### src/rtl/inst_fetch_pkg.sv
// inst_fetch_pkg: shared ROM-enable encodings and word constants for the fetch stage
package inst_fetch_pkg;
   localparam logic        RomEnable  = 1'b1;
   localparam logic        RomDisable = 1'b0;
   localparam logic [31:0] Zero       = 32'h0000_0000;
   localparam logic [31:0] Nop        = 32'h0000_0000;
   function automatic logic [31:0] word_align(input logic [31:0] a);
      return {a[31:2], 2'b00};
   endfunction
endpackage

### src/rtl/inst_fetch_pc_reg.sv
// pc_reg: program counter with jump > stall > +4 next-PC selection, frozen while the ROM is disabled
module pc_reg
   import inst_fetch_pkg::*;
#(
   parameter logic [31:0] RESET_PC = 32'h0000_0000
) (
   input  logic        clk,
   input  logic        rst,
   input  logic        ce,
   input  logic        stall,
   input  logic        jmp_en,
   input  logic [31:0] jmp_addr,
   output logic [31:0] pc
);
   logic [31:0] pc_next;
   always_comb
      pc_next = (ce == RomDisable) ? pc :
                jmp_en             ? word_align(jmp_addr) :
                stall              ? pc : pc + 32'd4;
   always_ff @(posedge clk or negedge rst)
      if (!rst) pc <= RESET_PC;
      else      pc <= pc_next;
endmodule

### src/rtl/inst_fetch.sv
// inst_fetch: PC sequencing, instruction ROM interface and the IF/ID pipeline latch
module inst_fetch
   import inst_fetch_pkg::*;
#(
   parameter logic [31:0] RESET_PC = 32'h0000_0000
) (
   input  logic        clk,
   input  logic        rst,
   input  logic        stall,
   input  logic        jmpEn,
   input  logic [31:0] jmpAddr,
   output logic        romCe,
   output logic [31:0] romAddr,
   input  logic [31:0] romData,
   output logic [31:0] idPc,
   output logic [31:0] idInst,
   output logic        idValid,
   output logic [15:0] fetchCnt
);
   pc_reg #(.RESET_PC(RESET_PC)) u_pc (
      .clk     (clk),
      .rst     (rst),
      .ce      (romCe),
      .stall   (stall),
      .jmp_en  (jmpEn),
      .jmp_addr(jmpAddr),
      .pc      (romAddr)
   );
   // A disabled ROM or a redirect both leave a bubble in decode
   always_ff @(posedge clk or negedge rst)
      if (!rst) begin
         romCe    <= RomDisable;
         idPc     <= Zero;
         idInst   <= Nop;
         idValid  <= 1'b0;
         fetchCnt <= 16'h0;
      end else begin
         romCe <= RomEnable;
         if (romCe == RomDisable || jmpEn) begin
            idInst  <= Nop;
            idValid <= 1'b0;
         end else if (!stall) begin
            idPc     <= romAddr;
            idInst   <= romData;
            idValid  <= 1'b1;
            fetchCnt <= fetchCnt + 16'd1;
         end
      end
endmodule

### config.mk
export PLATFORM = sky130hd
export DESIGN_NAME = inst_fetch
export DESIGN_NICKNAME = d
export VERILOG_FILES = /design/src/rtl/inst_fetch_pkg.sv /design/src/rtl/inst_fetch_pc_reg.sv /design/src/rtl/inst_fetch.sv
export SDC_FILE = /design/constraint.sdc
export NUM_CORES = 1
export LEC_CHECK = 0
export CORE_AREA = 4 4 84 164
export DETAILED_ROUTE_END_ITERATION = 8
export DIE_AREA = 0 0 88 168
export PLACE_DENSITY = 0.76
export SLEW_MARGIN = 20
export SYNTH_ARGS = -nofsm -noshare
export SYNTH_HDL_FRONTEND = slang
export SYNTH_SLANG_ARGS = --single-unit
### constraint.sdc
create_clock -name clk -period 1.5 [get_ports clk]
set_input_delay 0.3 -clock clk [delete_from_list [all_inputs] [get_ports clk]]
set_output_delay 0.3 -clock clk [all_outputs]
set_load 0.03 [all_outputs]
# Yosys cells after proc, flatten, opt, wreduce, memory -nomap -nowiden
# Index checks and enable logic that the tools add are counted.
# word_totals
wordCells,22
inputBits,68
out_inout_bits,114
regBits,114
# op_classes
bitwise,3
add_sub_neg,2
n_eq_ne,2
muxes,6
reduce_logical,3
# ops
operator,count
32-bit two-way mux,4
32-bit by 3-bit adder with 32-bit output (second input constant),1
16-bit by 1-bit adder with 16-bit output (second input constant),1
2-bit by 1-bit != test with 1-bit output (second input constant),2
2-bit AND reduction,2
1-bit NOT,3
1-bit two-way mux,2
1-bit logical OR,1

# Depth between registers and ports, before layout
# depth
depth_word,4
ltp_mapped,8
mapped_depth_nobuf,6

# By module
# Synthesis repeated with hierarchy kept, for this count alone.
# unflattened
hier_cells,453
area_unflattened_um2,5133.7
# by_module_without_submodules
mod,area_each_um2,cells_per_inst,instances,seq_area_each_um2
inst_fetch,3096.7,208,1,2052.0
pc_reg,2037.0,245,1,750.7

# Worst setup path after synthesis
# OpenSTA, ideal clock, no wires.
# synth_timing
path_kind,register to register
startpoint,register u_pc.pc[2]
endpoint,register u_pc.pc[28]
n_path_buf,1
setup_time_ns,0.080
period_less_slack_ns,1.915
required_ns,1.420
arrival_ns,1.836
path_slack_ns,-0.415
path_stages_with_launch,8
path_cell_list,dfrtp_1 -> ha_1 -> nand3_1 -> nor4_4 -> buf_6 -> nand4_2 -> a21oi_1 -> a2bb2oi_1
# synth_between
elab_chain_len,3
# synth_lines
element,line_no,text
start: declaration,inst_fetch_pc_reg.sv:13,output logic [31:0] pc
start signal: assignment,inst_fetch_pc_reg.sv:22,else pc <= pc_next;
32-bit by 3-bit adder with 32-bit output,inst_fetch_pc_reg.sv:19,stall ? pc : pc + 32'd4;
32-bit two-way mux,inst_fetch_pc_reg.sv:19,
32-bit two-way mux,inst_fetch_pc_reg.sv:18,jmp_en ? word_align(jmp_addr) :
# No other way between the ends. The select of a mux whose other input is x is not followed.
# A chain may end at the register's enable or synchronous reset.

# Worst setup path in the final report
# layout_timing
startpoint,register u_pc.pc[3]
endpoint,register u_pc.pc[23]
# Same word-level chain as after synthesis.

==> flow_metrics.py <==
metrics = {
    "final_layout": {
        "drive_gt1_share_pct": 39.2,
        "syn2layout_area_growth_pct": 72.0,
        "final_cells": 873,
        "final_nets": 787,
        "largest_reg_flops": 32,
    },
    "sta": {
        "fmax_ghz": 0.615,
        "fin_crit_ns": 1.63,
        "hold_violations": 0,
        "final_max_slew_viol_count": 0,
        "rsz0062_at_grt": "yes",
        "setup_slack_ns": -0.127,
        "min_period_over_period_pct": 108,
        "finalSetupViolCount": 19,
        "finClkSkew_ns": 0.0176,
    },
    "placed_design": {
        "port_buffers": 175,
        "gp_congestion": 0.936,
        "place_hpwl_um": 12900,
        "pre_cts_ws_ns": -0.603,
        "post-place-cells": 823,
    },
    "worst_setup_path": {
        "slowest_stage": "dfrtp_2",
        "r2r-start": "u_pc.pc[3]",
        "reg2regPathDepth": 6,
        "path_class": "register to register",
        "worstPathRequired_ns": 1.78,
        "cp_max_fo": 8,
        "start_kind": "register",
        "r2r_end": "u_pc.pc[23]",
        "r2r_slack_ns": -0.13,
        "crit_path_end_kind": "register",
        "cp.arrival_ns": 1.91,
        "path_cells": "nand4_1, nor2_2, buf_6, nand4b_1, or4_1, nand3_1",
        "crit_path_max_incr_delay_ns": 0.41,
    },
    "logic_synthesis": {
        "synth-edff-count": 0,
        "ys_seq_area_share_pct": 54.9,
        "synth_top_area_cell": "dfrtp_1",
        "synth_area_per_cell_um2": 11.3,
        "yosysWarnings": 0,
        "netlist_area_mm2": 0.00501,
        "synth.ff_latch_count": 110,
        "synth.top_cells.by_count": "dfrtp_1, a22o_1, nand2_1, mux2_2, a21oi_1",
        "synthTopCellsByArea": "dfrtp_1, mux2_2, a22o_1",
        "synth.most_common_cell": "dfrtp_1",
        "synth_top_area_share_pct": 54.9,
        "synth_cell_types": 55,
        "ys.flop_type": "dfrtp_1",
        "synthArstFlopShare_pct": 100,
        "syn_inst": 445,
    },
    "floorplan": {
        "dieArea_mm2": 0.0148,
        "core_mm2": 0.0126,
        "rows": 58,
        "start_util_pct": 39.9,
        "die_w_um": 88,
        "ios": 182,
        "die_h_um": 168,
    },
    "route": {
        "ant_nets": 0,
        "dr.pass1.iters": 4,
        "route.detailed.drc": 0,
        "drt-total-wl_um": 18600,
        "wire_per_inst_um": 21.3,
        "viasPerCell": 5.65,
        "drt_iter0_drc": 227,
        "vias": 4936,
    },
    "flow_run": {
        "max-cap-violations": 0,
    },
    "outcome": {
        "status": "complete, but fails checks",
        "failed_checks": "setup timing",
    },
    "grt": {
        "grt_max_degree": 45,
        "grt_pass1_vias": 5131,
        "grt_pass1_wl_um": 27400,
        "antenna_found_initial": 1,
        "overflow": 0,
        "grt_use_total_pct": 23.9,
    },
    "pwr": {
        "p_leak_nw": 3.99,
        "ir_drop_uv": 1030,
        "power_density_mw_per_mm2": 1160,
    },
    "clock_network": {
        "clock-sinks": 110,
        "cts_root_buffer": "clkbuf_16",
        "clockBufferDepth": 2,
        "clk_pin_slew_ns": 0.08,
        "cts_buffers": 9,
        "clk_latency_ns": 0.36,
        "h-tree-depth": 3,
        "cts_tree": "done",
    },
    "min_path": {
        "hold_path_class": "input port to asynchronous set/reset pin",
    },
}
==> per-layer routing <==
metal / up-vias / track usage, % / wire length [um]
li1: 2191 / - / -
met2: 189 / 42.7 / 10300
met3: 62 / 3.23 / 803
met5: - / 0 / 0
met4: 0 / 11.6 / 971
met1: 2494 / 26.9 / 6510
==> cell type report <==
| class | instances | area (um2) |
|---|---|---|
| Sequential cell | 110 | 2800 |
| Tap cell | 150 | 188 |
| Clock buffer | 9 | 225 |
| Timing Repair Buffer | 289 | 2760 |
| Fill cell | 926 | 3940 |
| Clock inverter | 7 | 86.3 |
| Antenna cell | 1 | 2.50 |
| Inverter | 8 | 30.0 |
| Multi-Input combinational cell | 299 | 2530 |
==> kinds of logic (layout without fill, tap and decap cells) <==
| kind of cell | count (synthesis) | in the layout | share of synthesized area [%] |
|---|---|---|---|
| buf+inv | 40 | 313 | 3.80 |
| mux | 32 | 32 | 7.14 |
| xor+xnor | 15 | 15 | 2.62 |
| compound gates | 116 | 116 | 16.1 |
| simple gates | 128 | 129 | 14.7 |
| other cells | 2 | 6 | 0.150 |
| flops | 110 | 110 | 54.9 |
| fa+ha+maj | 2 | 2 | 0.499 |
==> worst max path at each step <==
| stage | start | end | cells after the start |
|---|---|---|---|
| after CTS | u_pc.pc[10] | u_pc.pc[28] | 6 |
| after detailed placement | jmpEn | u_pc.pc[18] | 8 |
| after floorplan | u_pc.pc[8] | u_pc.pc[28] | 6 |
| after global routing | u_pc.pc[6] | u_pc.pc[22] | 7 |
| final | u_pc.pc[3] | u_pc.pc[23] | 6 |
| after global placement | stall | idInst[26] | 4 |
==> where the power goes <==
group / total, W / switching [W] / internal (W)
logic: 0.00361 / 0.00202 / 0.00158
clock network: 0.00247 / 0.00127 / 0.00120
registers: 0.00388 / 0.000428 / 0.00345
==> worst max-delay path, delay by kind of cell (launching register included) <==
kind	cells	cell delay (ns)
AND/OR/NAND/NOR	5	0.99
flip-flops	1	0.41
buffers and inverters	1	0.17
==> cell usage in the layout, fill, tap and decap left out, drive strengths merged, types with 5 or more instances in the layout <==
cell           instances
a2bb2oi                7
nand4                 19
dlygate4sd2           75
clkdlybuf4s50         62
buf                  120
nand2                 31
a21oi                 25
nand3                 22
a22oi                  5
xnor2                 12
nor2                  25
conb                   5
inv                   12
nor3                   8
and3                   6
clkdlybuf4s15         16
clkbuf                22
o22ai                  9
mux2                  30
a22o                  32
o21ai                 21
dfrtp                110
==> what timing repair did <==
action                     CTS  global route
pin swaps                   14            36
hold endpoints to repair    23             0
setup endpoints to repair  170            90
gates resized for setup    145            79
gates cloned                 1             6
hold buffers                 1             0
setup buffers               12            14
==> metrics by stage <==
stage | hold WS, ns | cell area (um2) | utilization [%] | setup TNS (ns) | total power [W]
floorplan | 0.00441 | 5330 | - | -4.77 | 0.00574
global placement | 0.236 | 7770 | 61.9 | -48.45 | 0.00744
detailed placement | 0.245 | 7780 | 61.9 | -42.31 | 0.00755
CTS | 0.413 | 8220 | 65.4 | -0.426 | 0.00980
global route | 0.444 | 8620 | 68.6 | -2.65 | 0.0104
finish | 0.410 | 8620 | 68.6 | -1.22 | 0.00995
Power figures use the tool's default switching activity.
